**src/rtl/mux_2x1_rr_arbiter_pkg.sv**
```systemverilog
// Shared types and constants for the 2:1 round-robin arbiter slice.
// Holds the lock-FSM state encodings, the source indices and the default data width.
package mux_2x1_rr_arbiter_pkg;

  typedef enum logic [1:0] {
    ARB_IDLE  = 2'd0,
    ARB_LOCK0 = 2'd1,
    ARB_LOCK1 = 2'd2
  } arb_state_e;

  localparam logic SRC_IN0        = 1'b0;
  localparam logic SRC_IN1        = 1'b1;
  localparam int   DEFAULT_DATA_W = 8;

  // Lock state that pins arbitration to the given source.
  function automatic arb_state_e lock_state_for(input logic src);
    lock_state_for = (src == SRC_IN1) ? ARB_LOCK1 : ARB_LOCK0;
  endfunction

endpackage

```
**src/rtl/mux_2x1_rr_arbiter_if.sv**
```systemverilog
// Handshake bundle between two requesters, the arbiter and the shared consumer.
// MUX_ARB_LOCK_EN adds the per-requester packet-last flags.
interface mux_2x1_rr_arbiter_if
  import mux_2x1_rr_arbiter_pkg::*;
#(
  parameter int DATA_W = DEFAULT_DATA_W
);

  logic              in0_valid;
  logic [DATA_W-1:0] in0_data;
  logic              in0_ready;
  logic              in1_valid;
  logic [DATA_W-1:0] in1_data;
  logic              in1_ready;
  logic              out_valid;
  logic [DATA_W-1:0] out_data;
  logic              out_sel;
  logic              out_ready;

`ifdef MUX_ARB_LOCK_EN
  logic              in0_last;
  logic              in1_last;

  modport slave (
    input  in0_valid, in0_data, in0_last, in1_valid, in1_data, in1_last, out_ready,
    output in0_ready, in1_ready, out_valid, out_data, out_sel
  );

  modport master (
    output in0_valid, in0_data, in0_last, in1_valid, in1_data, in1_last, out_ready,
    input  in0_ready, in1_ready, out_valid, out_data, out_sel
  );
`else
  modport slave (
    input  in0_valid, in0_data, in1_valid, in1_data, out_ready,
    output in0_ready, in1_ready, out_valid, out_data, out_sel
  );

  modport master (
    output in0_valid, in0_data, in1_valid, in1_data, out_ready,
    input  in0_ready, in1_ready, out_valid, out_data, out_sel
  );
`endif

endinterface

```
**src/rtl/mux_2x1_rr_arbiter_pick.sv**
```systemverilog
// Combinational two-way round-robin winner pick (rr_pick2).
// A lock state pins the grant to one source regardless of the other request.
module rr_pick2
  import mux_2x1_rr_arbiter_pkg::*;
(
  input  logic       valid0_i,
  input  logic       valid1_i,
  input  logic       last_grant_i,
  input  arb_state_e lock_state_i,
  output logic       grant_valid_o,
  output logic       grant_idx_o
);

  // Winner selection: locked source first, otherwise alternate on ties.
  always_comb begin
    grant_valid_o = 1'b0;
    grant_idx_o   = SRC_IN0;
    case (lock_state_i)
      ARB_LOCK0: begin
        grant_valid_o = valid0_i;
        grant_idx_o   = SRC_IN0;
      end
      ARB_LOCK1: begin
        grant_valid_o = valid1_i;
        grant_idx_o   = SRC_IN1;
      end
      default: begin
        if (valid0_i && valid1_i) begin
          grant_valid_o = 1'b1;
          grant_idx_o   = ~last_grant_i;
        end else if (valid0_i) begin
          grant_valid_o = 1'b1;
          grant_idx_o   = SRC_IN0;
        end else if (valid1_i) begin
          grant_valid_o = 1'b1;
          grant_idx_o   = SRC_IN1;
        end else begin
          grant_valid_o = 1'b0;
          grant_idx_o   = SRC_IN0;
        end
      end
    endcase
  end

endmodule

```
**src/rtl/mux_2x1_rr_arbiter.sv**
```systemverilog
// Two-requester round-robin arbiter feeding one registered output slot.
// Optional MUX_ARB_LOCK_EN: packet lock via in*_last held in an IDLE/LOCK0/LOCK1 FSM.
module mux_2x1_rr_arbiter
  import mux_2x1_rr_arbiter_pkg::*;
#(
  parameter int DATA_W = DEFAULT_DATA_W
) (
  input logic                 clk,
  input logic                 rst_n,
  mux_2x1_rr_arbiter_if.slave bus
);

  logic              slot_free_s;
  logic              grant_valid_s;
  logic              grant_idx_s;
  logic              xfer_s;
  logic [DATA_W-1:0] win_data_s;
  arb_state_e        lock_state_s;

  logic              out_valid_q, out_valid_d;
  logic [DATA_W-1:0] out_data_q,  out_data_d;
  logic              out_sel_q,   out_sel_d;
  logic              last_grant_q, last_grant_d;

  // The slot can take a beat when empty or when being drained this cycle.
  assign slot_free_s = !out_valid_q || bus.out_ready;

  rr_pick2 u_pick (
    .valid0_i      (bus.in0_valid),
    .valid1_i      (bus.in1_valid),
    .last_grant_i  (last_grant_q),
    .lock_state_i  (lock_state_s),
    .grant_valid_o (grant_valid_s),
    .grant_idx_o   (grant_idx_s)
  );

  assign xfer_s        = rst_n && slot_free_s && grant_valid_s;
  assign bus.in0_ready = xfer_s && (grant_idx_s == SRC_IN0);
  assign bus.in1_ready = xfer_s && (grant_idx_s == SRC_IN1);
  assign win_data_s    = (grant_idx_s == SRC_IN1) ? bus.in1_data : bus.in0_data;

  // Slot and pointer next-state: load on transfer, empty on idle drain, else hold.
  always_comb begin
    out_valid_d  = out_valid_q;
    out_data_d   = out_data_q;
    out_sel_d    = out_sel_q;
    last_grant_d = last_grant_q;
    if (xfer_s) begin
      out_valid_d  = 1'b1;
      out_data_d   = win_data_s;
      out_sel_d    = grant_idx_s;
      last_grant_d = grant_idx_s;
    end else if (slot_free_s) begin
      out_valid_d  = 1'b0;
    end else begin
      out_valid_d  = out_valid_q;
    end
  end

  // Slot and round-robin pointer registers.
  always_ff @(posedge clk or negedge rst_n) begin
    if (!rst_n) begin
      out_valid_q  <= 1'b0;
      out_data_q   <= '0;
      out_sel_q    <= SRC_IN0;
      last_grant_q <= SRC_IN1;
    end else begin
      out_valid_q  <= out_valid_d;
      out_data_q   <= out_data_d;
      out_sel_q    <= out_sel_d;
      last_grant_q <= last_grant_d;
    end
  end

  assign bus.out_valid = out_valid_q;
  assign bus.out_data  = out_data_q;
  assign bus.out_sel   = out_sel_q;

`ifdef MUX_ARB_LOCK_EN
  arb_state_e state_q, state_d;
  logic       win_last_s;

  assign win_last_s = (grant_idx_s == SRC_IN1) ? bus.in1_last : bus.in0_last;

  // Lock FSM state register.
  always_ff @(posedge clk or negedge rst_n) begin
    if (!rst_n) begin
      state_q <= ARB_IDLE;
    end else begin
      state_q <= state_d;
    end
  end

  // Lock FSM next state: a non-last beat opens a lock, the last beat closes it.
  always_comb begin
    state_d = state_q;
    case (state_q)
      ARB_IDLE: begin
        if (xfer_s && !win_last_s) begin
          state_d = lock_state_for(grant_idx_s);
        end else begin
          state_d = ARB_IDLE;
        end
      end
      ARB_LOCK0, ARB_LOCK1: begin
        if (xfer_s && win_last_s) begin
          state_d = ARB_IDLE;
        end else begin
          state_d = state_q;
        end
      end
      default: state_d = ARB_IDLE;
    endcase
  end

  // Lock FSM output: the current lock steers the picker.
  always_comb begin
    lock_state_s = state_q;
  end
`else
  assign lock_state_s = ARB_IDLE;
`endif

endmodule
```
**src/flat_wrapper.sv**
```systemverilog
// flat-port wrapper written by rule: the top's interface ports become plain ports
module mux_2x1_rr_arbiter_flat import mux_2x1_rr_arbiter_pkg::*;
#(
  parameter int DATA_W = DEFAULT_DATA_W
)
  (clk, rst_n, bus_in0_valid, bus_in0_data, bus_in1_valid, bus_in1_data, bus_out_ready, bus_in0_ready, bus_in1_ready, bus_out_valid, bus_out_data, bus_out_sel);
  mux_2x1_rr_arbiter_if #(.DATA_W(DATA_W)) bus_i ();
  input logic clk;
  input logic rst_n;
  input wire logic [$bits(bus_i.in0_valid)-1:0] bus_in0_valid;
  input wire logic [$bits(bus_i.in0_data)-1:0] bus_in0_data;
  input wire logic [$bits(bus_i.in1_valid)-1:0] bus_in1_valid;
  input wire logic [$bits(bus_i.in1_data)-1:0] bus_in1_data;
  input wire logic [$bits(bus_i.out_ready)-1:0] bus_out_ready;
  output wire logic [$bits(bus_i.in0_ready)-1:0] bus_in0_ready;
  output wire logic [$bits(bus_i.in1_ready)-1:0] bus_in1_ready;
  output wire logic [$bits(bus_i.out_valid)-1:0] bus_out_valid;
  output wire logic [$bits(bus_i.out_data)-1:0] bus_out_data;
  output wire logic [$bits(bus_i.out_sel)-1:0] bus_out_sel;
  assign bus_i.in0_valid = bus_in0_valid;
  assign bus_i.in0_data = bus_in0_data;
  assign bus_i.in1_valid = bus_in1_valid;
  assign bus_i.in1_data = bus_in1_data;
  assign bus_i.out_ready = bus_out_ready;
  assign bus_in0_ready = bus_i.in0_ready;
  assign bus_in1_ready = bus_i.in1_ready;
  assign bus_out_valid = bus_i.out_valid;
  assign bus_out_data = bus_i.out_data;
  assign bus_out_sel = bus_i.out_sel;
  mux_2x1_rr_arbiter #(.DATA_W(DATA_W)) u_core (.clk(clk), .rst_n(rst_n), .bus(bus_i));
endmodule
```
**config.mk**
```make
export PLATFORM = sky130hd
export DESIGN_NAME = mux_2x1_rr_arbiter_flat
export DESIGN_NICKNAME = d
export VERILOG_FILES = /design/src/rtl/mux_2x1_rr_arbiter_pkg.sv /design/src/rtl/mux_2x1_rr_arbiter_if.sv /design/src/rtl/mux_2x1_rr_arbiter_pick.sv /design/src/rtl/mux_2x1_rr_arbiter.sv /design/src/flat_wrapper.sv
export SDC_FILE = /design/constraint.sdc
export NUM_CORES = 1
export LEC_CHECK = 0
export CAP_MARGIN = 40
export CORE_UTILIZATION = 30
export CTS_CLUSTER_DIAMETER = 120
export CTS_CLUSTER_SIZE = 20
export DETAILED_ROUTE_END_ITERATION = 10
export HOLD_SLACK_MARGIN = 0.06
export PLACE_DENSITY = 0.67
export SLEW_MARGIN = 10
export SYNTH_ARGS = -nofsm -noshare
export SYNTH_HDL_FRONTEND = slang
export SYNTH_SLANG_ARGS = --single-unit
```
**constraint.sdc**
```tcl
create_clock -name clk -period 1.3 [get_ports clk]
set_input_delay 0.13 -clock clk [delete_from_list [all_inputs] [get_ports clk]]
set_output_delay 0.13 -clock clk [all_outputs]
set_load 0.01 [all_outputs]
```
==> flow_summary.yaml <==
floorplan:
  fp.dieArea_sq_um: 2000
  io_pins: 33
  start_util_pct: 31.7
  die_y_microns: 44.7
  rows: 15
  fp.dieW_microns: 44.7
  coreArea_sq_um: 1730
placed_design:
  hpwl_microns: 1200
  portBuffers: 32
  routabilityCongestion: 0.719
sta:
  setup_viol: 1
  timing.slew.headroom_pct: 81.9
  hold_violations: 0
  rsz0062_at_grt: "true"
  worstMarginPinSlew_ns: 0.270
  min_period_ns: 1.35
  setup_ws_ns: -0.0516
  fin_skew_ns: 0.00903
  hold_ws_ns: 0.210
  post-route-period-util_pct: 104
  slew_viol_final: 0
  clock.fmax_ghz: 0.740
logic_synthesis:
  syn_inst: 45
  avgSynthCellArea_sq_um: 12.2
  ys_types: 18
  synth_fp_nets: 66
  synth_seq_area_share_pct: 50.5
  synthSimpleGateAreaFrac_pct: 13.5
  synth-compound-area-share_pct: 31.7
  mappedNetlistArea_sq_um: 548
  synth_top_family_by_area: "compound AO/OA/AOI/OAI gates"
  yosys_warnings: 0
  synthAdderAreaFrac_pct: 0
  synthXorXnorAreaFrac_pct: 0
  yosys-mux-area-fraction_pct: 0
  synth-seq-cells: 11
finish:
  fin_nets: 115
  multi_input_area_sq_um: 310
  drive_gt1_share_pct: 37.6
  finish.utilization_pct: 63.0
  register_area_sq_um: 277
  area_growth_pct: 98.6
  fillCellCount: 150
  antenna_cells: 0
global_routing:
  grt_max_degree: 14
  grt_first_pass_wirelength_microns: 2580
  gr-total-overflow: 0
  antenna_found_initial: 0
  grtUsageTotal_pct: 18.5
  first_global_vias: 577
min_path:
  hold_class: "in2async"
flow_run:
  drv_cap: 0
cts:
  htree_levels: 1
  cts_num_sinks: 11
  numCtsBuffers: 3
  cts_hold_buf: 0
  tritoncts: "yes"
  ctsRootBufferMaster: "clkbuf_4"
  clk_pin_slew_ns: 0.07
  clockBufferDepth: 2
  clk_latency_ns: 0.27
worst_setup_path:
  cp-end-kind: "output port"
  cp_data_required_time_ns: 1.17
  crit_path_max_fanout: 3
  startpoint_type: "register"
  critPathArrivalTime_ns: 1.22
  crit_type: "reg2out"
power_and_ir_drop:
  power_density_nw_per_um2: 1070
  power.leakage_nw: 0.482
  p_total_w: 0.00116
  ir_drop_mv: 0.799
routing:
  first_iter_violations: 7
  vias: 578
  ant_nets: 0
  viasPerCell: 4.90
  drc: 0
  wirelength_microns: 1630
  wl_per_cell_microns: 13.8
  first_pass_iters: 2
outcome:
  status: "finished, violations left"
  violations: "negative setup slack"
final timing paths:
kind | depth (start not counted) | from | end | slack [ns]
max in group asynchronous | 2 | rst_n | u_core.last_grant_q | 0.86
hold reg to reg | 2 | u_core.bus.out_sel | u_core.bus.out_sel | 0.52
hold / removal | 2 | rst_n | u_core.bus.out_sel | 0.21
setup / recovery | 3 | u_core.last_grant_q | bus_in0_ready | -0.05
setup reg to reg | 5 | u_core.bus.out_valid | u_core.bus.out_data[0] | 0.04
min in group clk | 3 | bus_in1_data[0] | u_core.bus.out_data[0] | 0.49
metrics by stage:
stage / std cells / worst slack, ns / setup TNS (ns) / area, sq um
finish: 118 / -0.0516 / -0.0516 / 1090
global route: 118 / -0.120 / -0.159 / 1090
floorplan: 45 / 0.0888 / 0 / 548
global placement: 112 / -0.418 / -2.03 / 973
detailed placement: 112 / -0.424 / -2.25 / 973
CTS: 119 / -0.0690 / -0.0690 / 1010
report_power, final:
group / internal [W] / switching [W] / leakage, nW / total (W)
sequential: 0.000415 / 0.0000389 / 0.120 / 0.000454
combinational: 0.000293 / 0.000190 / 0.346 / 0.000483
clock: 0.000119 / 0.000109 / 0.0150 / 0.000227
total: 0.000827 / 0.000338 / 0.482 / 0.00116
cell families (layout without fill, tap and decap cells):
kind of cell | count (synthesis) | count (layout)
compound gates | 21 | 21
flops | 11 | 11
simple gates | 9 | 9
buf+inv | 4 | 52
registers in the layout (all words and copies together), names as in the netlist:
register	count
u_core.bus.out_data	8
u_core.bus.out_valid	1
u_core.last_grant_q	1
u_core.bus.out_sel	1
cell usage after synthesis:
master     instances  area, sq um
nor3_4             1         16.3
o21ai_0            1         5.00
buf_2              1         5.00
buf_6              1         11.3
nor3_1             1         5.00
a31oi_1            3         18.8
nor2b_1            1         6.26
nand2b_1           1         6.26
a2bb2oi_1          8         70.1
inv_2              2         7.51
nor2b_4            1         13.8
nor2_1             2         7.51
nor4_2             1         12.5
o32ai_1            8         70.1
dfstp_2            1         26.3
nor2_2             1         6.26
a21bo_1            1         10.0
dfrtp_1           10          250
repair_timing:
item                                   CTS  global route
buffers inserted                         3             0
gates resized for setup                 10            18
endpoints found under the hold margin    0             0
pin swaps                                2             1
setup endpoints to repair                5            18
final cells by class:
class	count	area share, %
clock buffer	4	2.41
inverter	2	0.690
multi-input combinational	30	28.5
sequential	11	25.4
tap	25	2.87
timing repair buffer	46	40.1
cells in the final DEF, fill, tap and decap left out:
| cell type | count |
|---|---|
| nand2b_1 | 1 |
| clkbuf_1 | 1 |
| o21ai_0 | 1 |
| buf_6 | 1 |
| o32ai_2 | 5 |
| a2bb2oi_2 | 4 |
| nor2_2 | 1 |
| nor2b_1 | 1 |
| dfrtp_1 | 10 |
| nor2b_4 | 1 |
| a31oi_1 | 3 |
| a21bo_1 | 1 |
| clkdlybuf4s50_1 | 20 |
| nor3_4 | 1 |
| dlygate4sd2_1 | 2 |
| dlymetal6s2s_1 | 8 |
| nor4_2 | 1 |
| inv_2 | 2 |
| nor2_1 | 2 |
| buf_4 | 13 |
| clkbuf_4 | 3 |
| o32ai_1 | 3 |
| dfstp_2 | 1 |
| nor3_1 | 1 |
| buf_2 | 2 |
| a2bb2oi_1 | 4 |
metal layers:
layer	global-route usage, %	vias up	routed length (microns)
li1	-	282	-
met1	23.1	276	713
met2	29.7	18	833
met3	4.80	2	64
met4	9.09	0	22
met5	0	-	0
critical path: stages, from the launching register on:
cell and delay [ns]:
dfstp_2 0.54, nor2b_1 0.06, nor4_2 0.17, buf_2 0.18
Note: power is estimated with default switching activity, not from simulation.
